## src/rtl/instr_encoder.sv

```systemverilog
// Field-level instruction request packer with a small first-word-fall-through
// output FIFO; illegal function codes are rejected and counted.
module instr_encoder #(
  parameter int DWIDTH = 32,
  parameter int RWIDTH = 6,
  parameter int IMM_IN = 15,
  parameter int DEPTH  = 4
) (
  input  logic                       clk,
  input  logic                       rst,
  input  logic                       in_valid,
  output logic                       in_ready,
  input  logic                       in_ri,
  input  logic [RWIDTH-1:0]          in_rs,
  input  logic [RWIDTH-1:0]          in_rd,
  input  logic [3:0]                 in_fx,
  input  logic [RWIDTH-1:0]          in_rt,
  input  logic [IMM_IN-1:0]          in_imm,
  output logic                       out_valid,
  input  logic                       out_ready,
  output logic [DWIDTH-1:0]          out_data,
  output logic                       out_ld,
  output logic                       out_st,
  output logic                       err,
  output logic [$clog2(DEPTH):0]     level,
  output logic [7:0]                 err_count
);

  localparam int AW = $clog2(DEPTH);
  localparam int LW = AW + 1;
  localparam logic [LW-1:0] LVL_FULL = LW'(DEPTH);
  localparam logic [LW-1:0] LVL_ZERO = LW'(0);
  localparam logic [AW-1:0] PTR_ONE  = AW'(1);

  function automatic logic fx_legal(input logic [3:0] fx);
    case (fx)
      4'b0000, 4'b0011, 4'b1000, 4'b1001, 4'b1011, 4'b1010,
      4'b1101, 4'b0010, 4'b0100, 4'b0110, 4'b1111: fx_legal = 1'b1;
      default:                                     fx_legal = 1'b0;
    endcase
  endfunction

  function automatic logic [DWIDTH-1:0] encode(
    input logic              ri,
    input logic [RWIDTH-1:0] rs,
    input logic [RWIDTH-1:0] rd,
    input logic [3:0]        fx,
    input logic [RWIDTH-1:0] rt,
    input logic [IMM_IN-1:0] imm
  );
    if (ri) begin
      encode = {1'b1, rs, rd, fx, imm};
    end else begin
      encode = {1'b0, rs, rd, fx, rt, imm[8:0]};
    end
  endfunction

  logic [DWIDTH-1:0] mem_r [DEPTH];
  logic              ld_mem_r [DEPTH];
  logic              st_mem_r [DEPTH];
  logic [AW-1:0]     wptr_r, rptr_r;
  logic [LW-1:0]     level_r;
  logic              in_ready_r, out_valid_r, out_ld_r, out_st_r, err_r;
  logic [DWIDTH-1:0] out_data_r;
  logic [7:0]        err_count_r;

  logic              accept_s, push_s, pop_s, reject_s;
  logic              word_ld_s, word_st_s, head_ld_s, head_st_s;
  logic [DWIDTH-1:0] word_s, head_s;
  logic [LW-1:0]     level_nxt_s, level_after_pop_s;
  logic [AW-1:0]     rptr_nxt_s;

  // Handshake decode, next occupancy and the head word visible after this edge
  always_comb begin
    accept_s          = in_valid && in_ready_r;
    push_s            = accept_s && fx_legal(in_fx);
    reject_s          = accept_s && !fx_legal(in_fx);
    pop_s             = out_valid_r && out_ready;
    word_s            = encode(in_ri, in_rs, in_rd, in_fx, in_rt, in_imm);
    word_ld_s         = (in_fx == 4'b0100);
    word_st_s         = (in_fx == 4'b0110);
    level_after_pop_s = level_r - LW'(pop_s);
    level_nxt_s       = level_after_pop_s + LW'(push_s);
    rptr_nxt_s        = pop_s ? (rptr_r + PTR_ONE) : rptr_r;
    head_s            = {DWIDTH{1'b0}};
    head_ld_s         = 1'b0;
    head_st_s         = 1'b0;
    if (level_nxt_s == LVL_ZERO) begin
      head_s    = {DWIDTH{1'b0}};
      head_ld_s = 1'b0;
      head_st_s = 1'b0;
    end else if (push_s && (level_after_pop_s == LVL_ZERO)) begin
      // The FIFO drains and refills in one edge: the incoming word becomes head
      head_s    = word_s;
      head_ld_s = word_ld_s;
      head_st_s = word_st_s;
    end else begin
      head_s    = mem_r[rptr_nxt_s];
      head_ld_s = ld_mem_r[rptr_nxt_s];
      head_st_s = st_mem_r[rptr_nxt_s];
    end
  end

  // FIFO storage write port
  always_ff @(posedge clk) begin
    if (push_s && !rst) begin
      mem_r[wptr_r]    <= word_s;
      ld_mem_r[wptr_r] <= word_ld_s;
      st_mem_r[wptr_r] <= word_st_s;
    end
  end

  // Pointers, occupancy, registered outputs and reject accounting
  always_ff @(posedge clk) begin
    if (rst) begin
      wptr_r      <= {AW{1'b0}};
      rptr_r      <= {AW{1'b0}};
      level_r     <= LVL_ZERO;
      in_ready_r  <= 1'b1;
      out_valid_r <= 1'b0;
      out_data_r  <= {DWIDTH{1'b0}};
      out_ld_r    <= 1'b0;
      out_st_r    <= 1'b0;
      err_r       <= 1'b0;
      err_count_r <= 8'd0;
    end else begin
      if (push_s) begin
        wptr_r <= wptr_r + PTR_ONE;
      end
      rptr_r      <= rptr_nxt_s;
      level_r     <= level_nxt_s;
      in_ready_r  <= (level_nxt_s < LVL_FULL);
      out_valid_r <= (level_nxt_s != LVL_ZERO);
      out_data_r  <= head_s;
      out_ld_r    <= head_ld_s;
      out_st_r    <= head_st_s;
      err_r       <= reject_s;
      if (reject_s && (err_count_r != 8'hFF)) begin
        err_count_r <= err_count_r + 8'd1;
      end
    end
  end

  assign in_ready  = in_ready_r;
  assign out_valid = out_valid_r;
  assign out_data  = out_data_r;
  assign out_ld    = out_ld_r;
  assign out_st    = out_st_r;
  assign err       = err_r;
  assign level     = level_r;
  assign err_count = err_count_r;

endmodule

```

## config.mk

```make
export PLATFORM = sky130hd
export DESIGN_NAME = instr_encoder
export DESIGN_NICKNAME = d
export VERILOG_FILES = /design/src/rtl/instr_encoder.sv
export SDC_FILE = /design/constraint.sdc
export NUM_CORES = 1
export LEC_CHECK = 0
export BUFFER_PORTS_ARGS = -buffer_cell sky130_fd_sc_hd__clkbuf_2
export CORE_ASPECT_RATIO = 1.4
export CORE_MARGIN = 2
export CORE_UTILIZATION = 25
export CTS_CLUSTER_SIZE = 14
export DETAILED_ROUTE_END_ITERATION = 16
export MAX_ROUTING_LAYER = met4
export PLACE_DENSITY = 0.48
export SLEW_MARGIN = 20
export SYNTH_ARGS = -nofsm -noshare
export SYNTH_HDL_FRONTEND = slang
export SYNTH_SLANG_ARGS = --single-unit
```

## constraint.sdc

```tcl
create_clock -name clk -period 2.7 [get_ports clk]
set_input_delay 0.27 -clock clk [delete_from_list [all_inputs] [get_ports clk]]
set_output_delay 0.27 -clock clk [all_outputs]
set_load 0.01 [all_outputs]
```

Word level (Yosys, flattened, before mapping)
Memory sizes are Yosys's and may differ from the RTL's.
Cells that the tools add are included.
{"block": "totals", "register_bits": 52, "latch_bits": 0, "wordCells": 44, "mem_count": 5, "out_inout_bits": 48, "ram_bits": 136, "input_bits": 42, "mem_bits_ro": 32}
{"name": "mem_r", "depth": 4, "width": 32, "rd": 1, "rd_clocked_by_memory_dff": 0, "wr": 1, "line": "58", "source": "logic [DWIDTH-1:0] mem_r [DEPTH];"}
{"name": "(no name shown)", "depth": 16, "width": 1, "rd": 1, "rd_clocked_by_memory_dff": 0, "wr": 0, "line": "36", "source": "case (fx)"}
{"name": "(no name shown)", "depth": 16, "width": 1, "rd": 1, "rd_clocked_by_memory_dff": 0, "wr": 0, "line": "36"}
{"name": "ld_mem_r", "depth": 4, "width": 1, "rd": 1, "rd_clocked_by_memory_dff": 0, "wr": 1, "line": "59", "source": "logic ld_mem_r [DEPTH];"}
{"name": "st_mem_r", "depth": 4, "width": 1, "rd": 1, "rd_clocked_by_memory_dff": 0, "wr": 1, "line": "60", "source": "logic st_mem_r [DEPTH];"}
{"block": "op_classes", "addsub": 5, "bitwise_logic": 0, "n_mul": 0, "n_reduce_logical": 13, "order_cmp": 1, "n_mux": 7, "n_shift": 0, "eq_ne": 3, "div": 0}
{"operator": "32-bit 2-to-1 mux", "count": 2}
{"operator": "8-bit by 1-bit adder with 8-bit output, second input constant", "count": 1}
{"operator": "4-bit by 3-bit equality test with 1-bit output, second input constant", "count": 2}
{"operator": "8-bit != test, second input constant", "count": 1}
{"operator": "1-bit logical AND", "count": 7}
{"operator": "3-bit logical NOT", "count": 2}
{"operator": "2-bit by 1-bit adder with 2-bit output, second input constant", "count": 2}
{"operator": "1-bit 2-to-1 mux", "count": 4}
{"operator": "3-bit by 1-bit adder with 3-bit output", "count": 1}
{"operator": "3-bit < comparator, second input constant", "count": 1}
{"operator": "3-bit nonzero test", "count": 1}
{"operator": "3-bit by 1-bit subtractor with 3-bit output", "count": 1}
{"operator": "1-bit logical NOT", "count": 2}
{"operator": "2-bit 2-to-1 mux", "count": 1}
{"operator": "2-bit OR reduction", "count": 1}

Longest topological paths before layout
{"block": "depth", "word_depth": 5, "ltp_mapped": 14, "mapped_depth_nobuf": 10}

Least setup slack after synthesis
Ideal clock, no wire load.
{"block": "synth_path", "kind": "reg-to-reg", "from": "reg out_valid_r (netlist: out_valid)", "to": "reg out_data_r[2] (netlist: out_data[2])", "required_ns": 2.582, "synth_period_minus_slack_ns": 2.761, "slack_ns": -0.061, "path_stages_with_launch": 15, "t_arrival_ns": 2.643, "setup_time_ns": 0.118, "path_buffers": 4, "path_cell_list": "dfxtp_1 nand2_1 clkbuf_1 inv_2 clkbuf_1 ha_1 ha_1 inv_1 ha_1 nor2_1 a21oi_4 and3_1 buf_2 buf_4 a32o_2"}
{"block": "synth_via", "elab_chain_len": 5}
{"element": "start: declaration", "line": "63", "source": "logic in_ready_r, out_valid_r, out_ld_r, out_st_r, err_r;"}
{"element": "start signal: assignment", "line": "133", "source": "out_valid_r <= (level_nxt_s != LVL_ZERO);"}
{"element": "1-bit logical AND", "line": "78", "source": "pop_s = out_valid_r && out_ready;"}
{"element": "3-bit by 1-bit subtractor with 3-bit output", "line": "82", "source": "level_after_pop_s = level_r - LW'(pop_s);"}
{"element": "3-bit by 1-bit adder with 3-bit output", "line": "83", "source": "level_nxt_s = level_after_pop_s + LW'(push_s);"}
{"element": "named net level_nxt_s[1]", "line": "70", "source": "logic [LW-1:0] level_nxt_s, level_after_pop_s;"}
{"element": "3-bit logical NOT", "line": "88", "source": "if (level_nxt_s == LVL_ZERO) begin"}
{"element": "2-bit OR reduction (no source line)"}
{"element": "end signal: assignment", "line": "121", "source": "out_data_r <= {DWIDTH{1'b0}};"}
{"element": "end signal: assignment", "line": "134", "source": "out_data_r <= head_s;"}
{"element": "end: declaration", "line": "64", "source": "logic [DWIDTH-1:0] out_data_r;"}
The timed path passes the listed nets, and every way through them passes these cells.
A chain may end at the register's enable or synchronous reset.

Final worst setup path
{"block": "layout_path", "from": "reg in_ready_r (netlist: in_ready)", "to": "reg out_data_r[16] (netlist: out_data[16])"}
{"block": "layout_via", "elab_chain_len": 5}
{"element": "start: declaration", "line": "63"}
{"element": "start signal: assignment", "line": "132", "source": "in_ready_r <= (level_nxt_s < LVL_FULL);"}
{"element": "1-bit logical AND (*)", "line": "75", "source": "accept_s = in_valid && in_ready_r;"}
{"element": "1-bit logical AND (*)", "line": "76", "source": "push_s = accept_s && fx_legal(in_fx);"}
{"element": "3-bit by 1-bit adder with 3-bit output", "line": "83"}
{"element": "3-bit logical NOT", "line": "88"}
{"element": "2-bit OR reduction (no source line)"}
Every way passes the cells marked *; elsewhere a longest branch is shown, timed or not.

==> flow_summary.toml <==
[outcome]
status = "finished, final reports clean"

[detailed_routing]
num_vias = 5680
first_pass_iters = 5
wire_per_inst_um = 18.5
vias_per_cell = 4.77
drc_errors = 0
ant_nets = 0
totalWireLength_um = 22100
drt-initial-drc-count = 332

[sta]
finalSetupTns_ns = 0
rsz0062_at_grt = "no"
final_max_slew_viol_count = 0
finalHoldViolCount = 0
fin_skew_ns = 0.0111
slew_headroom_pct = 43.5
fin_crit_ns = 2.37
fmax_mhz = 421
fin_crit_sh_pct = 87.9
setup_viol = 0
tightestPinTransition_ns = 0.848

[grt]
grt_pass1_vias = 5776
antenna_found_initial = 1
grt_max_degree = 137
grt_use_total_pct = 13.5
grt-ovfl-total = 0
grt_pass1_wl_um = 33600

[worst_hold_path]
hp-class = "in -> reg"

[logic_synthesis]
syn_area_per_cell_sq_um = 12.7
ys_warn_count = 0
yosys.area.top_type_share_pct = 49.4
ys_dominant_reg_cell = "edfxtp_1"
syn_area_sq_um = 8260
synth_edf_count = 136
syn-num-nets = 699
yosys-top-cells-area = "edfxtp_1, dfxtp_1, mux2i_1"
ys_async_sr_fraction_pct = 0
ys_ff_latch = 188
syn_inst = 648
seq_area_frac_synth_pct = 62.1
yosysTopAreaCell = "edfxtp_1"
synth_cell_types = 45

[pwr]
ir_worst_vdd_v = 0.000504
leakage_nw = 3.94
power.density_nw_per_um2 = 874

[critical_path]
start_kind = "register"
cp.required_ns = 3.08
cp.arrival_ns = 2.75
setup.worst_path.end_class = "register"
crit_fanout = 18
worstSetupPathType = "reg -> reg"

[clock_tree]
postCtsSetupBuffers = 0
cts_made_buffers = 17
clock_path_buffers = 2
clk_pin_slew_worst_paths_ns = 0.07
clk-insertion-delay-late_ns = 0.44
cts_tree = "yes"
htreeDepth = 4
root_buffer = "clkbuf_16"
cts_resized = 0
cts_sinks = 188
hold_buffers = 0

[cells_and_area]
multi_input_area_sq_um = 2910
fin_cells = 1192
area_growth_syn_to_layout_pct = 21.7
final_util_pct = 30.9
fillCellCount = 3285
regArea_sq_um = 5120
nets = 789
post_route_cells_drive_above_1_share_pct = 23.4

[floorplanning]
die_h_um = 219
io-pin-count = 90
die_w_um = 158
initial_core_util_pct = 25.4
core_area_sq_um = 32500
die-area_sq_um = 34500
rows = 78

[placed_design]
numPortBuffers = 89
dp_cells = 1159
gp_congestion = 0.758
dpl.hpwl_um = 13700

[run]
drv_cap = 0
synth_stat cells (all sizes together) (5+ instances only):
cell type	instances
a32o	32
a32oi	68
and3	6
buf	17
clkbuf	32
dfxtp	52
edfxtp	136
ha	9
inv	9
mux2	10
mux2i	70
nand2	144
nor2	12
nor2b	8
nor3	5
worst max-delay path, stage by stage (launching register included):
cell and delay, ns:
dfxtp_1 0.35, nand2_1 0.11, a211oi_1 0.26, buf_4 0.17, ha_1 0.14, ha_1 0.14
xnor3_1 0.27, a21oi_4 0.22, a21boi_4 0.28, buf_12 0.20, a32o_1 0.18
through the flow:
stage | setup slack [ns] | cell area, sq um | hold slack [ns] | power [mW]
after floorplan | 0.0883 | 8260 | 0.369 | 5.25
after global placement | 0.135 | 9420 | 0.491 | 6.21
after detailed placement | 0.0615 | 9420 | 0.486 | 6.24
after CTS | 0.257 | 10100 | 0.0383 | 8.91
after global routing | 0.172 | 10100 | 0.0488 | 9.22
final | 0.326 | 10100 | 0.0688 | 8.79
per-layer routing:
layer	vias to the layer above	global-route usage, %	wire length (um)
li1	2674	-	-
met1	2890	15.2	9480
met2	97	23.3	11300
met3	19	3.71	943
met4	0	4.18	305
met5	-	-	0
final cells by class:
type | instances | share of cell area, %
diodes | 1 | 0.0249
clock buffers | 18 | 4.37
clock inverters | 14 | 1.92
inverters | 9 | 0.336
multi-input cells | 402 | 28.9
flip-flops and latches | 188 | 51.0
well taps | 440 | 5.48
repair buffers | 120 | 7.99
layout by cell type (no fill, tap or decap), drive strengths merged, types with 8 or more instances in the layout:
master	Yosys	layout
a32o	32	32
buf	17	31
a32oi	68	68
mux2i	70	70
clkbuf	32	107
nor2b	8	8
mux2	10	10
nor2	12	12
ha	9	9
nand2	144	144
edfxtp	136	136
dfxtp	52	52
inv	9	10
registers in the layout, summed over array words and instances (netlist names), 2 cells and up:
register,count
err_count,8
ld_mem_r,4
st_mem_r,4
out_data,32
level,3
mem_r,128
rptr_r,2
wptr_r,2
power by group:
group / switching, mW / internal, mW
Sequential: 0.166 / 3.42
Clock: 1.08 / 1.57
Combinational: 1.47 / 1.08
path summary, 6_finish.rpt:
| path | from | end | slack [ns] | cells past startpoint |
|---|---|---|---|---|
| setup reg to reg | in_ready | out_data[16] | 0.33 | 10 |
| hold reg to reg | err_count[1] | err_count[1] | 0.50 | 2 |
| hold / removal | in_imm[8] | mem_r[1][8] | 0.07 | 1 |
| setup / recovery | in_ready | out_data[16] | 0.33 | 10 |
logic make-up after synthesis:
group	after synthesis	share of synthesized area, %
xor gates and xnor gates	6	0.803
and+or+nand+nor	194	10.1
adders and majority gates	9	1.36
buffers and inverters	58	3.20
AOI/OAI and AO/OA	113	12.6
DFF	188	62.1
muxes	80	9.85
Note: power is estimated with default switching activity, not from simulation.
